$ cat config.mk
export PLATFORM = sky130hd
export DESIGN_NAME = router_merge
export DESIGN_NICKNAME = d
export VERILOG_FILES = /design/src/rtl/router_merge_pkg.sv /design/src/rtl/router_merge_outreg.sv /design/src/rtl/router_merge.sv
export SDC_FILE = /design/constraint.sdc
export NUM_CORES = 1
export LEC_CHECK = 0
export ABC_AREA = 1
export BUFFER_PORTS_ARGS = -buffer_cell sky130_fd_sc_hd__buf_2
export CAP_MARGIN = 5
export CELL_PAD_IN_SITES_DETAIL_PLACEMENT = 2
export CELL_PAD_IN_SITES_GLOBAL_PLACEMENT = 2
export CORE_ASPECT_RATIO = 1.1
export CORE_UTILIZATION = 19
export DETAILED_ROUTE_END_ITERATION = 6
export GPL_TIMING_DRIVEN = 0
export PLACE_DENSITY = 0.92
export SLEW_MARGIN = 20
export SYNTH_ARGS = -nofsm -noshare
export SYNTH_HDL_FRONTEND = slang
export SYNTH_SLANG_ARGS = --single-unit
export TNS_END_PERCENT = 20
$ cat constraint.sdc
create_clock -name CLK -period 2.3 [get_ports CLK]
set_clock_uncertainty 0.15 [all_clocks]
set_input_delay 0.46 -clock CLK [delete_from_list [all_inputs] [get_ports CLK]]
set_output_delay 0.46 -clock CLK [all_outputs]
set_load 0.01 [all_outputs]
$ cat src/rtl/router_merge_pkg.sv
// rtl/router_merge_pkg.sv - shared constants and selector encoding for router_merge
package router_merge_pkg;

    localparam int DATA_W = 11;
    localparam int CTRL_W = 3;
    localparam int NUM_IN = 5;

    // Selector values 5..7 are reserved and have no enumerator.
    typedef enum logic [CTRL_W-1:0] {
        SEL_IN1 = 3'd0,
        SEL_IN2 = 3'd1,
        SEL_IN3 = 3'd2,
        SEL_IN4 = 3'd3,
        SEL_IN5 = 3'd4
    } sel_t;

    function automatic logic sel_reserved(input logic [CTRL_W-1:0] sel);
        return sel >= CTRL_W'(NUM_IN);
    endfunction

endpackage

$ cat src/rtl/router_merge_outreg.sv
// rtl/router_merge_outreg.sv - single-entry valid/ready output register with load and stall hold
module router_merge_outreg #(
    parameter int W = 11
) (
    input  logic         i_clk,
    input  logic         i_rst,
    input  logic         i_load,
    input  logic [W-1:0] i_data,
    input  logic         i_ready,
    output logic         o_valid,
    output logic [W-1:0] o_data
);

    logic         r_valid;
    logic [W-1:0] r_data;

    // Load wins over drain so a same-cycle drain and refill leaves no bubble; data holds otherwise.
    always_ff @(posedge i_clk or posedge i_rst) begin
        if (i_rst) begin
            r_valid <= 1'b0;
            r_data  <= '0;
        end else if (i_load) begin
            r_valid <= 1'b1;
            r_data  <= i_data;
        end else if (i_ready) begin
            r_valid <= 1'b0;
        end
    end

    assign o_valid = r_valid;
    assign o_data  = r_data;

endmodule

$ cat src/rtl/router_merge.sv
// rtl/router_merge.sv - control-steered 5:1 flit merge; ROUTERMERGE_CTRL_ERR_EN adds sticky ctrl_err
module router_merge #(
    parameter int DATA_W = router_merge_pkg::DATA_W,
    parameter int CTRL_W = router_merge_pkg::CTRL_W,
    parameter int NUM_IN = router_merge_pkg::NUM_IN
) (
    input  logic              CLK,
    input  logic              RESET,
    input  logic [DATA_W-1:0] in1_data,
    input  logic              in1_valid,
    output logic              in1_ready,
    input  logic [DATA_W-1:0] in2_data,
    input  logic              in2_valid,
    output logic              in2_ready,
    input  logic [DATA_W-1:0] in3_data,
    input  logic              in3_valid,
    output logic              in3_ready,
    input  logic [DATA_W-1:0] in4_data,
    input  logic              in4_valid,
    output logic              in4_ready,
    input  logic [DATA_W-1:0] in5_data,
    input  logic              in5_valid,
    output logic              in5_ready,
    input  logic [CTRL_W-1:0] ctrl_data,
    input  logic              ctrl_valid,
    output logic              ctrl_ready,
    output logic [DATA_W-1:0] out_data,
    output logic              out_valid,
    input  logic              out_ready
`ifdef ROUTERMERGE_CTRL_ERR_EN
    ,
    output logic              ctrl_err
`endif
);

    import router_merge_pkg::*;

    logic              w_reserved;
    logic              w_sel_valid;
    logic [DATA_W-1:0] w_sel_data;
    logic [NUM_IN-1:0] w_sel_onehot;
    logic              w_out_free;
    logic              w_fire;
    logic              w_rsv_take;

    assign w_reserved = (ctrl_data >= CTRL_W'(NUM_IN));

    // Decode the head token into the selected channel's valid, flit and ready position.
    always_comb begin
        w_sel_valid  = 1'b0;
        w_sel_data   = '0;
        w_sel_onehot = '0;
        case (ctrl_data)
            SEL_IN1: begin w_sel_valid = in1_valid; w_sel_data = in1_data; w_sel_onehot = 5'b00001; end
            SEL_IN2: begin w_sel_valid = in2_valid; w_sel_data = in2_data; w_sel_onehot = 5'b00010; end
            SEL_IN3: begin w_sel_valid = in3_valid; w_sel_data = in3_data; w_sel_onehot = 5'b00100; end
            SEL_IN4: begin w_sel_valid = in4_valid; w_sel_data = in4_data; w_sel_onehot = 5'b01000; end
            SEL_IN5: begin w_sel_valid = in5_valid; w_sel_data = in5_data; w_sel_onehot = 5'b10000; end
            default: ;
        endcase
    end

    // Reserved tokens drain regardless of output state; RESET blocks every handshake.
    assign w_out_free = !out_valid || out_ready;
    assign w_fire     = !RESET && ctrl_valid && !w_reserved && w_sel_valid && w_out_free;
    assign w_rsv_take = !RESET && ctrl_valid && w_reserved;
    assign ctrl_ready = w_fire || w_rsv_take;

    assign {in5_ready, in4_ready, in3_ready, in2_ready, in1_ready} =
        w_fire ? w_sel_onehot : '0;

    router_merge_outreg #(
        .W (DATA_W)
    ) u_outreg (
        .i_clk   (CLK),
        .i_rst   (RESET),
        .i_load  (w_fire),
        .i_data  (w_sel_data),
        .i_ready (out_ready),
        .o_valid (out_valid),
        .o_data  (out_data)
    );

`ifdef ROUTERMERGE_CTRL_ERR_EN
    logic r_ctrl_err;

    // Sticky flag raised once any reserved selector has been consumed; cleared only by RESET.
    always_ff @(posedge CLK or posedge RESET) begin
        if (RESET) begin
            r_ctrl_err <= 1'b0;
        end else if (w_rsv_take) begin
            r_ctrl_err <= 1'b1;
        end
    end

    assign ctrl_err = r_ctrl_err;
`endif

endmodule

==> impl_metrics.yaml, run 1 <==
status:
  status: "finished, final reports clean"
cells_and_area:
  syn_to_final_growth_pct: 53.85
  layout_common_cells: "92 x buf_2, 61 x nand2_1, 30 x nand4_1, 29 x inv_1, 28 x nor2_1"
  layout.nets: 380
  diodes: 0
  stdcell_area_um2: 1923
  drive_gt1_share_pct: 39.10
  final_common_cell: "buf_2"
place:
  io_buffers: 83
  gp_congestion: 0.8052
  place_area_um2: 1765
  post-place-ws_ns: -0.3467
  hpwl_um: 4711
floorplanning:
  die_x_um: 79.34
  initial_core_util_pct: 19.94
  row_count: 30
  die_area_um2: 6907
  io_pins: 85
  die_y_um: 87.07
  core_um2: 6269
setup_path:
  cp_slowest_cell: "buf_2"
  r2r-start: "u_outreg.o_valid"
  cp_top_family: "buffers and inverters"
  regToRegSetupSlack_ns: 0.89
  worst-path-stages: 10
  crit_chain: "buf_2 -> buf_6 -> inv_6 -> nand3_4 -> nor2_2 -> nor2_1 -> nand2_2 -> nand3_4 -> o31ai_1 -> buf_2"
  cpPeakStageDelay_ns: 0.20
  worstPathArrival_ns: 1.59
  path_class: "in2out"
  startpoint_type: "primary input"
  rr_worst_depth: 4
  critPathMaxFanout: 11
  reg2reg_to: "u_outreg.o_data[10]"
  cp_data_required_time_ns: 1.69
  path_buf_inv: 4
  critPathCaptureType: "output pin"
clocking:
  cts_sinks: 12
  clk_latency_ns: 0.25
  cts-root-buf: "clkbuf_8"
  cts_buffers: 3
  cts_tree: "built"
  clock_path_buffers: 2
  clk_pin_slew_ns: 0.06
  ctsHtreeMaxLevel: 1
power:
  ir_worst_vdd_uv: 172.3
  p_per_area_nw_per_um2: 447.2
  switchingPower_uw: 305.7
  power_frac_seq_pct: 33.0
  p_leak_nw: 1.176
  combPwrFrac_pct: 39.6
  total_power_uw: 860.0
  switching_share_pct: 35.55
  intPower_uw: 554.2
  clock_power_share_pct: 27.4
sta:
  hold_violations: 0
  period_needed_ns: 2.200
  hold_slack_ns: 0.07472
  finalCritPeriodShare_pct: 95.65
  setup_violations: 0
  slew-limit-headroom_pct: 65.05
  fin_ws_ns: 0.1001
  fmax_mhz: 454.6
  slew_viol_final: 0
  tns_ns: 0
  tightest_slew_ns: 0.5243
grt:
  antenna_found_initial: 0
  globalRouteMet3Util_pct: 1.885
  grt_max_degree: 14
  grt_pass1_wl_um: 9232
  grt.overflow.total: 0
  grt_pass1_vias: 1960
  track_usage_pct: 17.39
  met2_usage_pct: 34.48
  top_usage_layer: "met2"
  grtUsageMet1_pct: 20.28
logic_synthesis:
  yosys_warnings: 0
  synth_nets: 282
  ys_ff_latch: 12
  yosysUniqueCellTypes: 19
  syn_avg_cell_area_um2: 5.814
  syn_area_um2: 1250
  postSynthCellCount: 215
  yosysSeqAreaShare_pct: 24.02
route:
  vias: 1768
  antenna_left: 0
  drt_iter0_drc: 56
  via_per_inst: 4.510
  wl_per_cell_um: 14.99
  first_pass_iters: 4
  drt_wl_total_um: 5876
  drc: 0
min_path:
  hold_path.class: "in2async"
flow_run:
  cap_violations: 0
[metal layers]
layer,vias to the layer above,share of wire [%]
li1,888,-
met1,819,43
met2,57,53
met3,4,3.9
met4,0,0.53
met5,-,0
[tightest hold or removal path, cell delays in order]
cell and delay [ns]:
buf_2 0.12, clkinvlp_4 0.10, buf_4 0.11
[registers in the layout, indices dropped and copies added (netlist names)]
name	count
u_outreg.o_data	11
u_outreg.o_valid	1
[synth_stat cells]
cell,instances,area (um2)
buf_6,1,11.26
o21ai_0,4,20.02
nand2_1,61,229.0
nand3_4,2,35.03
clkbuf_1,1,3.750
nand2_2,1,6.260
buf_2,9,45.04
nand3_2,1,10.01
inv_1,30,112.6
nand4_1,30,187.7
a21oi_2,1,8.760
nand3_1,24,120.1
nor2_1,29,108.9
buf_4,3,22.52
nor2_2,1,6.260
buf_1,1,3.750
inv_2,3,11.26
o31ai_1,1,7.510
dfrtp_1,12,300.3
[layout make-up]
type / instances / area (um2)
Sequential cell: 12 / 300.3
Timing Repair Buffer: 94 / 498.0
Clock buffer: 4 / 55.05
Multi-Input combinational cell: 155 / 752.0
Buffer: 14 / 82.58
Fill cell: 827 / 4345
Inverter: 33 / 135.1
Tap cell: 80 / 100.1
[how the worst max path moves through the flow]
stage                      start         end  slack (ns)
floorplan                  RESET   in1_ready        0.17
global placement           RESET  ctrl_ready       -0.29
detailed placement         RESET  ctrl_ready       -0.35
CTS                        RESET  ctrl_ready       0.003
global route        ctrl_data[0]   in1_ready       -0.01
finish              ctrl_data[0]  ctrl_ready        0.10
[power by group through the flow]
stage               logic (mW)  clock network, mW  registers (mW)
CTS                      0.336              0.242           0.285
global route             0.379              0.251           0.290
floorplan                0.139                  0           0.309
detailed placement       0.324                  0           0.288
finish                   0.341              0.235           0.284
global placement         0.311                  0           0.286
[per-stage QoR]
stage | util [%] | cells
global placement | 28.16 | 378
detailed placement | 28.16 | 378
global route | 30.68 | 392
CTS | 29.80 | 386
floorplan | - | 215
finish | 30.68 | 392
[what timing repair did]
action | CTS | global route
cloned | 0 | 0
hold buffers | 0 | 0
gates resized for setup | 5 | 4
endpoints found under the hold margin | 0 | 0
pin swaps | 3 | 3
endpoints found under the setup margin | 6 | 6
buffers inserted | 4 | 7
[cells by family after synthesis]
family / synth area share (%)
AO/OA/AOI/OAI: 2.903
buffers and inverters: 16.82
flip-flops: 24.02
AND/OR/NAND/NOR: 56.26
Note: power is estimated with default switching activity, not from simulation.
==> run 2, diff against run 1 <==
- ABC_AREA: 1 -> default
- CORE_UTILIZATION: 19 -> 20
- PLACE_DENSITY: 0.92 -> 0.9
==> impl_metrics.yaml, run 2 <==
status:
  status: "finished with violations"
  failed_checks: "setup timing"
place:
  place_inst: 268
  io_buffers: 82
  gp_congestion: 0.6696
  hpwl_um: 3372
route:
  drt_iter0_drc: 49
  drc: 0
  wl_per_cell_um: 15.68
  antenna_left: 0
  drt_wl_total_um: 4327
  via_per_inst: 4.601
  vias: 1270
  first_pass_iters: 4
grt:
  grt_max_degree: 20
  track_usage_pct: 15.24
  antenna_found_initial: 0
  grt.overflow.total: 0
  grt_pass1_vias: 1400
  grt_pass1_wl_um: 6603
flow_run:
  cap_violations: 0
logic_synthesis:
  synth-compound-area-share_pct: 14.83
  syn_area_um2: 1080
  ys_top_cells_by_area: "dfrtp_1 28%, mux2i_1 21%, mux2_4 7.0%"
  yosys.area_share.adder_pct: 0
  yosysSeqAreaShare_pct: 27.81
  synth_edf_count: 0
  synth_xor_area_share_pct: 0
  synth_top_family_by_area: "multiplexers"
  synth-main-ff-cell: "dfrtp_1"
  syn_avg_cell_area_um2: 9.472
  synth_commonest_cells: "23 x mux2i_1, 13 x nor2_1, 12 x dfrtp_1"
  synth_most_common_cell: "mux2i_1"
  ys_ff_latch: 12
  synthSimpleGateAreaFrac_pct: 15.99
  yosys_warnings: 0
  synth_nets: 181
  synth_top_area_cell: "dfrtp_1"
  yosysTopAreaCellShare_pct: 27.81
  synthMuxAreaShare_pct: 34.53
  postSynthCellCount: 114
  yosysUniqueCellTypes: 25
  synth-async-reset-ratio_pct: 100.0
floorplanning:
  die_y_um: 79.07
  io_pins: 85
  die_x_um: 72.06
  initial_core_util_pct: 21.17
  core_um2: 5101
  die_area_um2: 5697
  row_count: 27
clocking:
  clk_pin_slew_ns: 0.06
  ctsHtreeMaxLevel: 1
  clock_path_buffers: 2
  cts-root-buf: "clkbuf_8"
  clk_latency_ns: 0.23
  cts_tree: "built"
  cts_buffers: 3
  cts_sinks: 12
setup_path:
  worstPathArrival_ns: 1.71
  regToRegSetupSlack_ns: 0.66
  r2r-start: "u_outreg.o_valid"
  rr_worst_depth: 4
  critPathMaxFanout: 8
  path_class: "in2out"
  critPathCaptureType: "output pin"
  startpoint_type: "primary input"
  reg2reg_to: "u_outreg.o_data[0]"
  cp_data_required_time_ns: 1.69
sta:
  slew-limit-headroom_pct: 55.80
  fmax_mhz: 431.7
  setup_violations: 3
  finalCritPeriodShare_pct: 100.7
  slew_viol_final: 0
  period_needed_ns: 2.316
  rsz0062_at_grt: "yes"
  tightest_slew_ns: 0.6617
  tns_ns: -0.02972
  fin_ws_ns: -0.01643
  hold_violations: 0
power:
  p_per_area_nw_per_um2: 495.8
  ir_worst_vdd_uv: 214.2
  p_leak_nw: 0.9347
cells_and_area:
  largest_reg_flops: 11
  filler_cell_count: 590
  diodes: 0
  layout.nets: 273
  final_common_cell: "buf_2"
  multi_input_area_um2: 715.7
  drive_gt1_share_pct: 55.39
  register_area_um2: 300.3
  syn_to_final_growth_pct: 56.55
  final_cells: 276
  layout_common_cells: "83 x buf_2, 23 x mux2i_1, 13 x nor2_1, 12 x dfrtp_1"
min_path:
  hold_path.class: "in2async"
==> run 2: layout make-up <==
type                            count  area share (%)
Buffer                              8           3.331
Clock buffer                        3           2.443
Inverter                            1          0.2221
Multi-Input combinational cell     90           42.34
Sequential cell                    12           17.76
Tap cell                           72           5.329
Timing Repair Buffer               90           28.57
==> run 2: report_power, final <==
group	switching [mW]	total, mW	internal [mW]
clock network	0.0819	0.197	0.116
logic	0.157	0.347	0.190
registers	0.0272	0.294	0.266
total	0.266	0.838	0.572
==> run 2: critical path, cell delays in order <==
cell and delay (ns):
buf_6 0.10, buf_6 0.12, o32ai_2 0.24, a31o_1 0.16, and4_4 0.28, and4bb_1 0.20, buf_2 0.13
==> run 2: logic make-up (layout without fill, tap and decap cells) <==
family	after synthesis	count (layout)
compound gates	27	27
buf+inv	12	102
flops	12	12
mux	34	34
simple gates	29	29
==> run 2: how the worst max path moves through the flow <==
stage                  from        end  slack (ns)  depth (start not counted)
5_1_grt        ctrl_data[0]  in2_ready       -0.09                          7
3_3_place_gp   ctrl_data[0]  in3_ready       -0.33                          9
3_5_place_dp   ctrl_data[0]  in2_ready       -0.36                          9
6_report       ctrl_data[0]  in2_ready       -0.02                          7
2_1_floorplan  ctrl_data[2]  in2_ready       -0.01                          8
4_1_cts        ctrl_data[2]  in2_ready       -0.06                          8
==> run 2: layer usage <==
metal,GRT usage [%],vias to the layer above,wire length (um)
met5,0,-,0
met4,1.765,0,8
met3,3.426,2,222
met2,31.23,38,2441
met1,15.82,631,1654
li1,-,599,-
==> run 2: what timing repair did <==
| item | CTS | global route |
|---|---|---|
| hold buffers | 0 | 0 |
| endpoints found under the setup margin | 5 | 5 |
| setup buffers | 7 | 1 |
| endpoints found under the hold margin | 0 | 0 |
| cloned | 0 | 0 |
| gates resized for setup | 9 | 1 |
| pin swaps | 2 | 2 |
==> run 2: per-stage QoR <==
step / util (%) / hold slack (ns) / total power [mW] / cell area, um2 / setup slack [ns]
after floorplan: - / 0.1747 / 0.4825 / 1080 / -0.01237
after detailed placement: 30.98 / 0.3446 / 0.6356 / 1580 / -0.3559
final: 33.14 / 0.1162 / 0.8382 / 1690 / -0.01643
after global routing: 33.14 / 0.1487 / 0.8930 / 1690 / -0.09318
after CTS: 33.26 / 0.1395 / 0.8501 / 1697 / -0.06389
after global placement: 30.98 / 0.3357 / 0.6220 / 1580 / -0.3332
==> run 3, diff against run 2 <==
- PLACE_DENSITY: 0.9 -> 0.8
==> impl_metrics.yaml, run 3 (synthesis results as in run 2) <==
cells_and_area:
  filler_cell_count: 613
  final_common_cell: "buf_2"
  layout_common_cells: "84 x buf_2, 23 x mux2i_1, 13 x nor2_1, 12 x dfrtp_1"
  final_cells: 276
  syn_to_final_growth_pct: 55.62
  largest_reg_flops: 11
  diodes: 0
  layout.nets: 273
  drive_gt1_share_pct: 55.39
place:
  place_inst: 268
  io_buffers: 82
  post-place-ws_ns: -0.3902
  gp_congestion: 0.6778
  hpwl_um: 3323
sta:
  hold_violations: 0
  hold_slack_ns: 0.09867
  fin_ws_ns: 0.02393
  tightest_slew_ns: 0.6124
  period_needed_ns: 2.276
  rsz0062_at_grt: "yes"
  tns_ns: 0
  setup_violations: 0
  finalCritPeriodShare_pct: 98.96
  slew_viol_final: 0
  slew-limit-headroom_pct: 59.09
  fmax_mhz: 439.4
clocking:
  cts_tree: "built"
  cts-root-buf: "clkbuf_8"
  ctsHtreeMaxLevel: 1
  cts_buffers: 3
  cts_sinks: 12
  cts_hold_buf: 0
  clk_pin_slew_ns: 0.06
  clk_latency_ns: 0.24
  clock_path_buffers: 2
floorplanning:
  core_um2: 5101
  io_pins: 85
  die_y_um: 79.07
  row_count: 27
  die_area_um2: 5697
  initial_core_util_pct: 21.17
  die_x_um: 72.06
grt:
  grt_pass1_wl_um: 6624
  antenna_found_initial: 0
  grt.overflow.total: 0
  grt_max_degree: 20
  track_usage_pct: 15.14
  grt_pass1_vias: 1411
setup_path:
  worstPathArrival_ns: 1.67
  cpPeakStageDelay_ns: 0.27
  cp_top_family: "simple AND/OR/NAND/NOR gates"
  cp_data_required_time_ns: 1.69
  startpoint_type: "primary input"
  path_class: "in2out"
  critPathMaxFanout: 7
  critPathCaptureType: "output pin"
  crit_chain: "buf_8 -> mux2i_1 -> o32ai_2 -> a31o_1 -> and4_4 -> and4b_1 -> buf_2"
  cp_slowest_cell: "and4_4"
  regToRegSetupSlack_ns: 0.65
  path_buf_inv: 2
power:
  p_leak_nw: 0.9341
  p_per_area_nw_per_um2: 497.2
  ir_worst_vdd_uv: 209.3
route:
  via_per_inst: 4.569
  drc: 0
  wl_per_cell_um: 15.29
  drt_iter0_drc: 21
  first_pass_iters: 4
  vias: 1261
  drt_wl_total_um: 4220
  antenna_left: 0
status:
  status: "finished, final reports clean"
min_path:
  hold_path.class: "in2async"
flow_run:
  cap_violations: 0
-- run 3: changes by cell type in the layout (fill, tap and decap cells not counted) --
cell   delta
buf_6     -2
buf_4     +1
buf_2     +1
-- run 3: layout make-up --
cell class	instances	area (um2)	share of cell area (%)
multi-input combinational	90	715.7	42.59
timing repair buffer	91	484.2	28.82
clock buffer	3	41.29	2.457
sequential	12	300.3	17.87
inverter	1	3.754	0.2234
buffer	7	45.04	2.681
tap	72	90.09	5.361
-- run 3: timing repair --
| item | in CTS | in global routing |
|---|---|---|
| setup endpoints to repair | 5 | 5 |
| gates cloned | 0 | 0 |
| pin swaps | 2 | 1 |
| resized for setup | 7 | 1 |
| setup buffers | 7 | 2 |
-- run 3: through the flow --
step	area, um2	power [mW]	utilization [%]
after global routing	1680	0.8935	32.94
after CTS	1685	0.8489	33.04
after detailed placement	1580	0.6346	30.98
after floorplan	1080	0.4825	-
final	1680	0.8355	32.94
after global placement	1580	0.6232	30.98
-- run 3: final timing paths --
check | cells after the start | start | to
worst max-delay path | 7 | ctrl_data[2] | in4_ready
max in group asynchronous | 2 | RESET | u_outreg.o_data[7]
worst min-delay path | 2 | RESET | u_outreg.o_valid
worst min register to register | 1 | u_outreg.o_data[10] | u_outreg.o_data[10]
min in group CLK | 1 | u_outreg.o_data[10] | u_outreg.o_data[10]
worst max register to register | 6 | u_outreg.o_valid | u_outreg.o_data[4]
-- run 3: routing by layer --
metal / wire [um] / track usage, %
met2: 2216 / 29.06
met4: 36 / 3.137
met5: 0 / 0
met3: 187 / 3.173
met1: 1779 / 16.93
-- run 3: power breakdown --
part / internal, mW / total (mW) / switching (mW)
Combinational: 0.189 / 0.342 / 0.153
Sequential: 0.266 / 0.294 / 0.0277
Clock: 0.116 / 0.200 / 0.0842
Total: 0.571 / 0.836 / 0.265
